**src/rtl/sdram_port_arbiter.sv**
```systemverilog
`default_nettype none
// ============================================================================
// Module   : sdram_port_arbiter
// Purpose  : Merges the per-port ca/dm streams onto one controller interface.
//            Grants are round-robin and last a bounded run of beats. Define
//            SDRAM_ARB_FIXED_PRIO_EN to pick the lowest-index port instead.
// Revision : 1.0 - initial release
// ============================================================================
module sdram_port_arbiter #(
    parameter int NUM_PORTS = 2,
    parameter int ADR_WIDTH = 32,
    parameter int DQ_WIDTH  = 16,
    parameter int MAX_BEATS = 16
) (
    input  logic                              sdram_clk,
    input  logic                              sdram_rst,
    input  logic [NUM_PORTS*ADR_WIDTH-1:0]    p_ca_adr_i,
    input  logic [NUM_PORTS-1:0]              p_ca_we_i,
    input  logic [NUM_PORTS-1:0]              p_ca_valid_i,
    output logic [NUM_PORTS-1:0]              p_ca_ready_o,
    input  logic [NUM_PORTS*DQ_WIDTH-1:0]     p_dm_dat_i,
    input  logic [NUM_PORTS*DQ_WIDTH/8-1:0]   p_dm_sel_i,
    input  logic [NUM_PORTS-1:0]              p_dm_valid_i,
    output logic [ADR_WIDTH-1:0]              ca_adr_o,
    output logic                              ca_we_o,
    output logic                              ca_valid_o,
    input  logic                              ca_ready_i,
    output logic [DQ_WIDTH-1:0]               dm_dat_o,
    output logic [DQ_WIDTH/8-1:0]             dm_sel_o,
    output logic                              dm_valid_o,
    output logic [NUM_PORTS-1:0]              gnt_o
);

    localparam int SEL_WIDTH = DQ_WIDTH / 8;
    localparam int IDX_W     = $clog2(NUM_PORTS);
    localparam int CNT_W     = $clog2(MAX_BEATS) + 1;
    localparam logic [CNT_W-1:0] LAST_BEAT = CNT_W'(MAX_BEATS - 1);

    typedef enum logic [0:0] {
        IDLE  = 1'b0,
        GRANT = 1'b1
    } state_t;

    state_t                 state, state_nxt;
    logic [NUM_PORTS-1:0]   gnt, gnt_nxt;
    logic [IDX_W-1:0]       gnt_idx, gnt_idx_nxt;
    logic [CNT_W-1:0]       beat_cnt, beat_cnt_nxt;
    logic                   found;
    logic [IDX_W-1:0]       pick_idx;
    logic                   beat;

    logic [ADR_WIDTH-1:0]   adr_arr [NUM_PORTS];
    logic [DQ_WIDTH-1:0]    dat_arr [NUM_PORTS];
    logic [SEL_WIDTH-1:0]   sel_arr [NUM_PORTS];

    for (genvar n = 0; n < NUM_PORTS; n++) begin : g_unpack
        assign adr_arr[n] = p_ca_adr_i[n*ADR_WIDTH +: ADR_WIDTH];
        assign dat_arr[n] = p_dm_dat_i[n*DQ_WIDTH +: DQ_WIDTH];
        assign sel_arr[n] = p_dm_sel_i[n*SEL_WIDTH +: SEL_WIDTH];
    end

`ifdef SDRAM_ARB_FIXED_PRIO_EN
    always_comb begin
        found    = 1'b0;
        pick_idx = '0;
        for (int i = 0; i < NUM_PORTS; i++) begin
            if (!found && p_ca_valid_i[i]) begin
                found    = 1'b1;
                pick_idx = IDX_W'(i);
            end
        end
    end
`else
    logic [IDX_W-1:0] last_gnt;

    // Two passes: ports above the last winner first, then wrap to the rest.
    always_comb begin
        found    = 1'b0;
        pick_idx = '0;
        for (int i = 0; i < NUM_PORTS; i++) begin
            if (!found && p_ca_valid_i[i] && (i > int'(last_gnt))) begin
                found    = 1'b1;
                pick_idx = IDX_W'(i);
            end
        end
        for (int i = 0; i < NUM_PORTS; i++) begin
            if (!found && p_ca_valid_i[i] && (i <= int'(last_gnt))) begin
                found    = 1'b1;
                pick_idx = IDX_W'(i);
            end
        end
    end

    always_ff @(posedge sdram_clk) begin
        if (sdram_rst) begin
            last_gnt <= IDX_W'(NUM_PORTS - 1);
        end else if (state == IDLE && found) begin
            last_gnt <= pick_idx;
        end
    end
`endif

    always_ff @(posedge sdram_clk) begin
        if (sdram_rst) begin
            state    <= IDLE;
            gnt      <= '0;
            gnt_idx  <= '0;
            beat_cnt <= '0;
        end else begin
            state    <= state_nxt;
            gnt      <= gnt_nxt;
            gnt_idx  <= gnt_idx_nxt;
            beat_cnt <= beat_cnt_nxt;
        end
    end

    assign beat = ca_valid_o & ca_ready_i;

    always_comb begin
        state_nxt    = state;
        gnt_nxt      = gnt;
        gnt_idx_nxt  = gnt_idx;
        beat_cnt_nxt = beat_cnt;
        case (state)
            IDLE: begin
                if (found) begin
                    state_nxt    = GRANT;
                    gnt_idx_nxt  = pick_idx;
                    gnt_nxt      = {{(NUM_PORTS-1){1'b0}}, 1'b1} << pick_idx;
                    beat_cnt_nxt = '0;
                end
            end
            GRANT: begin
                if (beat) begin
                    beat_cnt_nxt = beat_cnt + CNT_W'(1);
                end
                if (!p_ca_valid_i[gnt_idx] || (beat && beat_cnt == LAST_BEAT)) begin
                    state_nxt = IDLE;
                    gnt_nxt   = '0;
                end
            end
            default: begin
                state_nxt = IDLE;
                gnt_nxt   = '0;
            end
        endcase
    end

    // Output mux is driven only while granted so IDLE presents all zeros.
    always_comb begin
        ca_adr_o   = '0;
        ca_we_o    = 1'b0;
        ca_valid_o = 1'b0;
        dm_dat_o   = '0;
        dm_sel_o   = '0;
        dm_valid_o = 1'b0;
        if (state == GRANT) begin
            ca_adr_o   = adr_arr[gnt_idx];
            ca_we_o    = p_ca_we_i[gnt_idx];
            ca_valid_o = p_ca_valid_i[gnt_idx];
            dm_dat_o   = dat_arr[gnt_idx];
            dm_sel_o   = sel_arr[gnt_idx];
            dm_valid_o = p_dm_valid_i[gnt_idx];
        end
    end

    assign p_ca_ready_o = gnt & {NUM_PORTS{ca_ready_i}};
    assign gnt_o        = gnt;

endmodule
`default_nettype wire

```
**config.mk**
```make
export PLATFORM = sky130hd
export DESIGN_NAME = sdram_port_arbiter
export DESIGN_NICKNAME = d
export VERILOG_FILES = /design/src/rtl/sdram_port_arbiter.sv
export SDC_FILE = /design/constraint.sdc
export NUM_CORES = 1
export LEC_CHECK = 0
export ABC_CLOCK_PERIOD_IN_PS = 1800
export CAP_MARGIN = 20
export CORE_MARGIN = 2
export CORE_UTILIZATION = 26
export CTS_CLUSTER_SIZE = 28
export DETAILED_ROUTE_END_ITERATION = 12
export PLACE_DENSITY = 0.8
export SYNTH_ARGS = -nofsm -noshare
export SYNTH_HDL_FRONTEND = slang
export SYNTH_SLANG_ARGS = --single-unit
```
**constraint.sdc**
```tcl
create_clock -name sdram_clk -period 1.8 [get_ports sdram_clk]
set_clock_uncertainty 0.2 [all_clocks]
set_input_delay 0.18 -clock sdram_clk [delete_from_list [all_inputs] [get_ports sdram_clk]]
set_output_delay 0.18 -clock sdram_clk [all_outputs]
set_load 0.005 [all_outputs]
```
# --- After elaboration in Yosys (flattened, before gate mapping) ---
# Index checks and enable logic that the tools add are counted.
classes:
  bitwise: 4
  addsub: 1
  n_shift: 1
  n_mux: 35
  reduce_logical: 13
  n_lt_le_gt_ge: 4
  n_eq_ne: 4
ops:
  columns: ["op", "count"]
  rows:
  - ["32-bit 2-to-1 mux", 4]
  - ["16-bit 2-to-1 mux", 4]
  - ["1-bit 2-to-1 mux", 16]
  - ["2-bit 2-to-1 mux", 6]
  - ["5-bit 2-to-1 mux", 2]
  - ["5-bit one-hot mux with 2 select lines", 1]
  - ["1-bit logical AND", 6]
  - ["2-bit AND reduction", 3]
  - ["5-bit by 1-bit adder with 5-bit output, second input constant", 1]
  - ["5-bit by 4-bit == test with 1-bit output, second input constant", 1]
  - ["2-bit by 1-bit != test with 1-bit output, second input constant", 2]
  - ["2-bit one-hot mux with 2 select lines", 1]
  - ["1-bit zero test", 3]
  - ["2-bit bitwise AND", 1]
  - ["2-bit >= comparator, second input constant", 1]
  - ["1-bit by 2-bit less-than comparator with 1-bit output, second input constant", 1]
  - ["2-bit != test, second input constant", 1]
  - ["1-bit inverter with 2-bit output", 1]
  - ["1-bit one-hot mux with 2 select lines", 1]
  - ["1-bit by 1-bit << shifter with 2-bit output, first input constant", 1]
  - ["1-bit bitwise AND", 1]
  - ["1-bit > comparator, first input constant", 1]
  - ["1-bit <= comparator, first input constant", 1]
  - ["1-bit logical OR", 1]
  - ["1-bit inverter", 1]
word_totals:
  in_bits: 109
  register_bits: 10
  output_inout_bits: 57
  wordCells: 67

# --- Logic depth before layout (Yosys ltp) ---
depth:
  depth_word: 13
  depth_mapped: 5
  depth_no_buf: 5

# --- Worst setup path before layout ---
# No wires, ideal clock.
synth_timing:
  kind: "register to register"
  startpoint: "register beat_cnt[0]"
  endpoint: "register beat_cnt[4]"
  stages_incl_launch_ff: 6
  arrival_ps: 1388
  path_slack_ps: 142
  required_ps: 1530
  setup_time_ps: 70
  n_path_buf: 0
  period_less_slack_ps: 1658
  path_cell_list: "dfxtp_1 ha_1 and3_1 ha_1 or3_1 a21oi_1"
synth_between:
  elab_chain_cells: 3
synth_lines:
  columns: ["item", "line", "text"]
  rows:
  - ["from (decl)", "47", "logic [CNT_W-1:0] beat_cnt, beat_cnt_nxt;"]
  - ["from (signal assigned)", "113", "beat_cnt <= beat_cnt_nxt;"]
  - ["5-bit by 1-bit adder with 5-bit output", "135", "beat_cnt_nxt = beat_cnt + CNT_W'(1);"]
  - ["5-bit 2-to-1 mux", "134", "if (beat) begin"]
  - ["5-bit one-hot mux with 2 select lines", "124", "case (state)"]
# Every way passes these cells. The select of a mux whose other input is x is not followed.
# A chain may end at the register's enable or synchronous reset.

# --- Final worst setup path ---
layout_timing:
  startpoint: "register gnt_idx"
  endpoint: "register beat_cnt[3]"
layout_between:
  elab_chain_cells: 6
layout_lines:
  columns: ["item", "line", "text"]
  rows:
  - ["from (decl)", "46", "logic [IDX_W-1:0] gnt_idx, gnt_idx_nxt;"]
  - ["from (signal assigned)", "112", "gnt_idx <= gnt_idx_nxt;"]
  - ["1-bit 2-to-1 mux (not written as such) (2 in series)", "160", "ca_valid_o = p_ca_valid_i[gnt_idx];"]
  - ["1-bit 2-to-1 mux", "157", "if (state == GRANT) begin"]
  - ["1-bit bitwise AND", "117", "assign beat = ca_valid_o & ca_ready_i;"]
  - ["2-bit by 1-bit != test with 1-bit output (no source line)", null, null]
  - ["2-bit AND reduction (no source line)", null, null]
# Every way passes these cells. The select of a mux whose other input is x is not followed.

==> impl_metrics.py <==
metrics = {
    "floorplan": {
        "fp-row-count": 25,
        "core_area_sq_um": 4720,
        "start_util_pct": 26.9,
        "num_io_pins": 166,
        "dieArea_sq_um": 5460,
        "die_w_microns": 73.9,
        "die_h_microns": 73.9,
    },
    "place": {
        "placed_area_sq_um": 3080,
        "hpwlAfterDp_mm": 4.46,
        "port_buffers": 165,
        "dp_slack_ns": -0.0713,
        "dp.cells": 403,
        "gp_congestion": 0.761,
    },
    "routing": {
        "first_pass_iters": 4,
        "num_vias": 1916,
        "dr_wl_met3_microns": 477,
        "wirelength_mm": 5.72,
        "wl_met1_mm": 2.21,
        "initialDrtViolationCount": 36,
        "viasPerCell": 4.53,
        "route.met2.wl_mm": 3.00,
        "post_drt_wl_per_cell_microns": 13.5,
        "remaining_drc_errors": 0,
        "ant_nets": 0,
        "top_layer": "met4",
    },
    "pwr": {
        "switching_share_pct": 27.7,
        "power_switching_mw": 0.357,
        "peakVddDrop_mv": 0.430,
        "pwr-share-clk_pct": 21.5,
        "p_int_mw": 0.931,
        "seqPwrFrac_pct": 19.1,
        "power_frac_comb_pct": 59.4,
        "p_leak_nw": 1.41,
        "p_per_area_nw_per_um2": 389,
    },
    "cells_and_area": {
        "drive_gt1_share_pct": 12.9,
        "final_core_util_pct": 70.1,
        "final_cells": 423,
        "layout_commonest_cell": "clkdlybuf4s50_1",
        "final_area_sq_um": 3310,
        "nNetsFinal": 468,
        "syn_to_final_growth_pct": 161,
        "final_cell_mix": "clkdlybuf4s50_1, nor2_1, mux2i_1",
        "diodes": 0,
    },
    "critical_path": {
        "worstPathRequired_ns": 1.76,
        "worst-setup-path-type": "reg2reg",
        "critPathLaunchType": "flop",
        "cp.arrival_ns": 1.74,
        "worstSetupEndpointType": "flop",
        "r2r_slack_ns": 0.03,
        "critPathMaxFanout": 6,
    },
    "worst_hold_path": {
        "hold_class": "reg2reg",
    },
    "synth": {
        "synth.area.top_cells": "mux2i_1, nor2_1, dfxtp_1",
        "synth_area_sq_um": 1270,
        "synth-seq-cells": 10,
        "yosysWarnings": 0,
        "synth_edf_count": 0,
        "async_flop_share_pct": 0,
        "synth_area_leader_cell": "mux2i_1",
        "synth.distinct_cells": 28,
        "synth_ff_type": "dfxtp_1",
        "synth_top_area_share_pct": 41.7,
        "syn_inst": 172,
        "yosysSeqAreaShare_pct": 15.7,
        "syn_avg_cell_area_sq_um": 7.39,
        "syn-num-nets": 283,
    },
    "cts": {
        "clk_latency_ns": 0.23,
        "cts_tree": "built",
        "cts_num_sinks": 10,
        "clk_path_buf_depth": 2,
        "cts_buffers": 3,
        "cts_hold_buf": 0,
        "h-tree-depth": 1,
        "cts-root-buf": "clkbuf_8",
        "clk_pin_slew_worst_paths_ns": 0.05,
    },
    "timing": {
        "hold_slack_ns": 0.288,
        "min_period_ns": 1.77,
        "max_slew_margin_pct": 74.0,
        "fin_ws_ns": 0.0260,
        "final-max-slew-violation-count": 0,
        "post-route-period-util_pct": 98.6,
        "hold_viol": 0,
        "finalSetupViolations": 0,
        "rsz0062_at_grt": "true",
        "max_freq_mhz": 564,
        "tightest_slew_ns": 0.388,
    },
    "status": {
        "status": "complete, no violations",
    },
    "grt": {
        "grt_pass1_vias": 1715,
        "grt_pass1_wl_mm": 7.98,
        "grt_util_all_layers_pct": 18.3,
        "grt-ovfl-total": 0,
        "antenna_found_initial": 0,
        "grt_max_degree": 33,
    },
    "flow_run": {
        "maxCapViolCount": 0,
    },
}
[routing by layer]
layer / GRT usage (%) / vias up
li1: - / 972
met1: 23.2 / 855
met2: 33.1 / 87
met3: 3.98 / 2
met4: 1.21 / 0
met5: 0 / -
[sequential cells by signal, summed over array words and instances, names as in the netlist]
| signal | count |
|---|---|
| beat_cnt | 5 |
| gnt_idx | 1 |
| gnt_o | 2 |
| last_gnt | 1 |
| state | 1 |
[final cells by class]
type	instances	area [sq um]
clock buffer	4	55.1
inverter	3	11.3
tap	67	83.8
multi-input combinational	146	1030
sequential	10	204
fill	385	1410
timing repair buffer	193	1930
[synth_stat cells (all sizes together), types with 2 or more instances]
library cell	instances
buf	9
a21oi	7
nor2	55
o32ai	2
nand2b	4
or3	2
clkbuf	4
mux2i	53
o211ai	3
o31ai	2
ha	2
nand2	2
a211o	2
and2	2
or4	2
dfxtp	10
inv	3
[path summary, 6_finish.rpt]
kind | startpoint | to | cells after the start
setup / recovery | gnt_idx$_SDFFE_PP0P_ | beat_cnt[3]$_SDFFE_PP0P_ | 5
hold / removal | beat_cnt[3]$_SDFFE_PP0P_ | beat_cnt[3]$_SDFFE_PP0P_ | 2
setup reg to reg | gnt_idx$_SDFFE_PP0P_ | beat_cnt[3]$_SDFFE_PP0P_ | 5
hold reg to reg | beat_cnt[3]$_SDFFE_PP0P_ | beat_cnt[3]$_SDFFE_PP0P_ | 2
[critical path, cell delays in order, from the launching register on]
cell and delay (ns):
dfxtp_4 0.38, buf_4 0.16, mux2i_4 0.18, buf_4 0.15, or4_1 0.49, a21oi_1 0.15
[repair_timing]
| item | 4_1_cts | 5_1_grt |
|---|---|---|
| pin swaps | 1 | 4 |
| endpoints found under the setup margin | 53 | 44 |
| gates resized for setup | 64 | 44 |
| setup buffers | 5 | 10 |
| cloned | 2 | 2 |
[logic make-up after synthesis]
family / Yosys count / share of synthesized area [%]
buffers and inverters: 16 / 5.61
flip-flops: 10 / 15.7
adder cells (fa/ha/maj): 2 / 1.97
multiplexers: 53 / 41.7
AO/OA/AOI/OAI: 19 / 10.3
AND/OR/NAND/NOR: 72 / 24.6
[power by group through the flow]
| stage | logic (mW) | clock network (mW) | registers, mW |
|---|---|---|---|
| after global routing | 0.820 | 0.301 | 0.247 |
| final | 0.765 | 0.276 | 0.246 |
| after floorplan | 0.253 | 0 | 0.246 |
| after global placement | 0.728 | 0 | 0.249 |
| after detailed placement | 0.739 | 0 | 0.250 |
| after CTS | 0.745 | 0.285 | 0.247 |
[metrics by stage]
stage          setup TNS, ns  power, mW
6_report                   0       1.29
5_1_grt               -0.235       1.37
2_1_floorplan              0      0.499
4_1_cts                -1.21       1.28
3_3_place_gp         -0.0470      0.977
3_5_place_dp         -0.0713      0.989
Power figures use the tool's default switching activity.
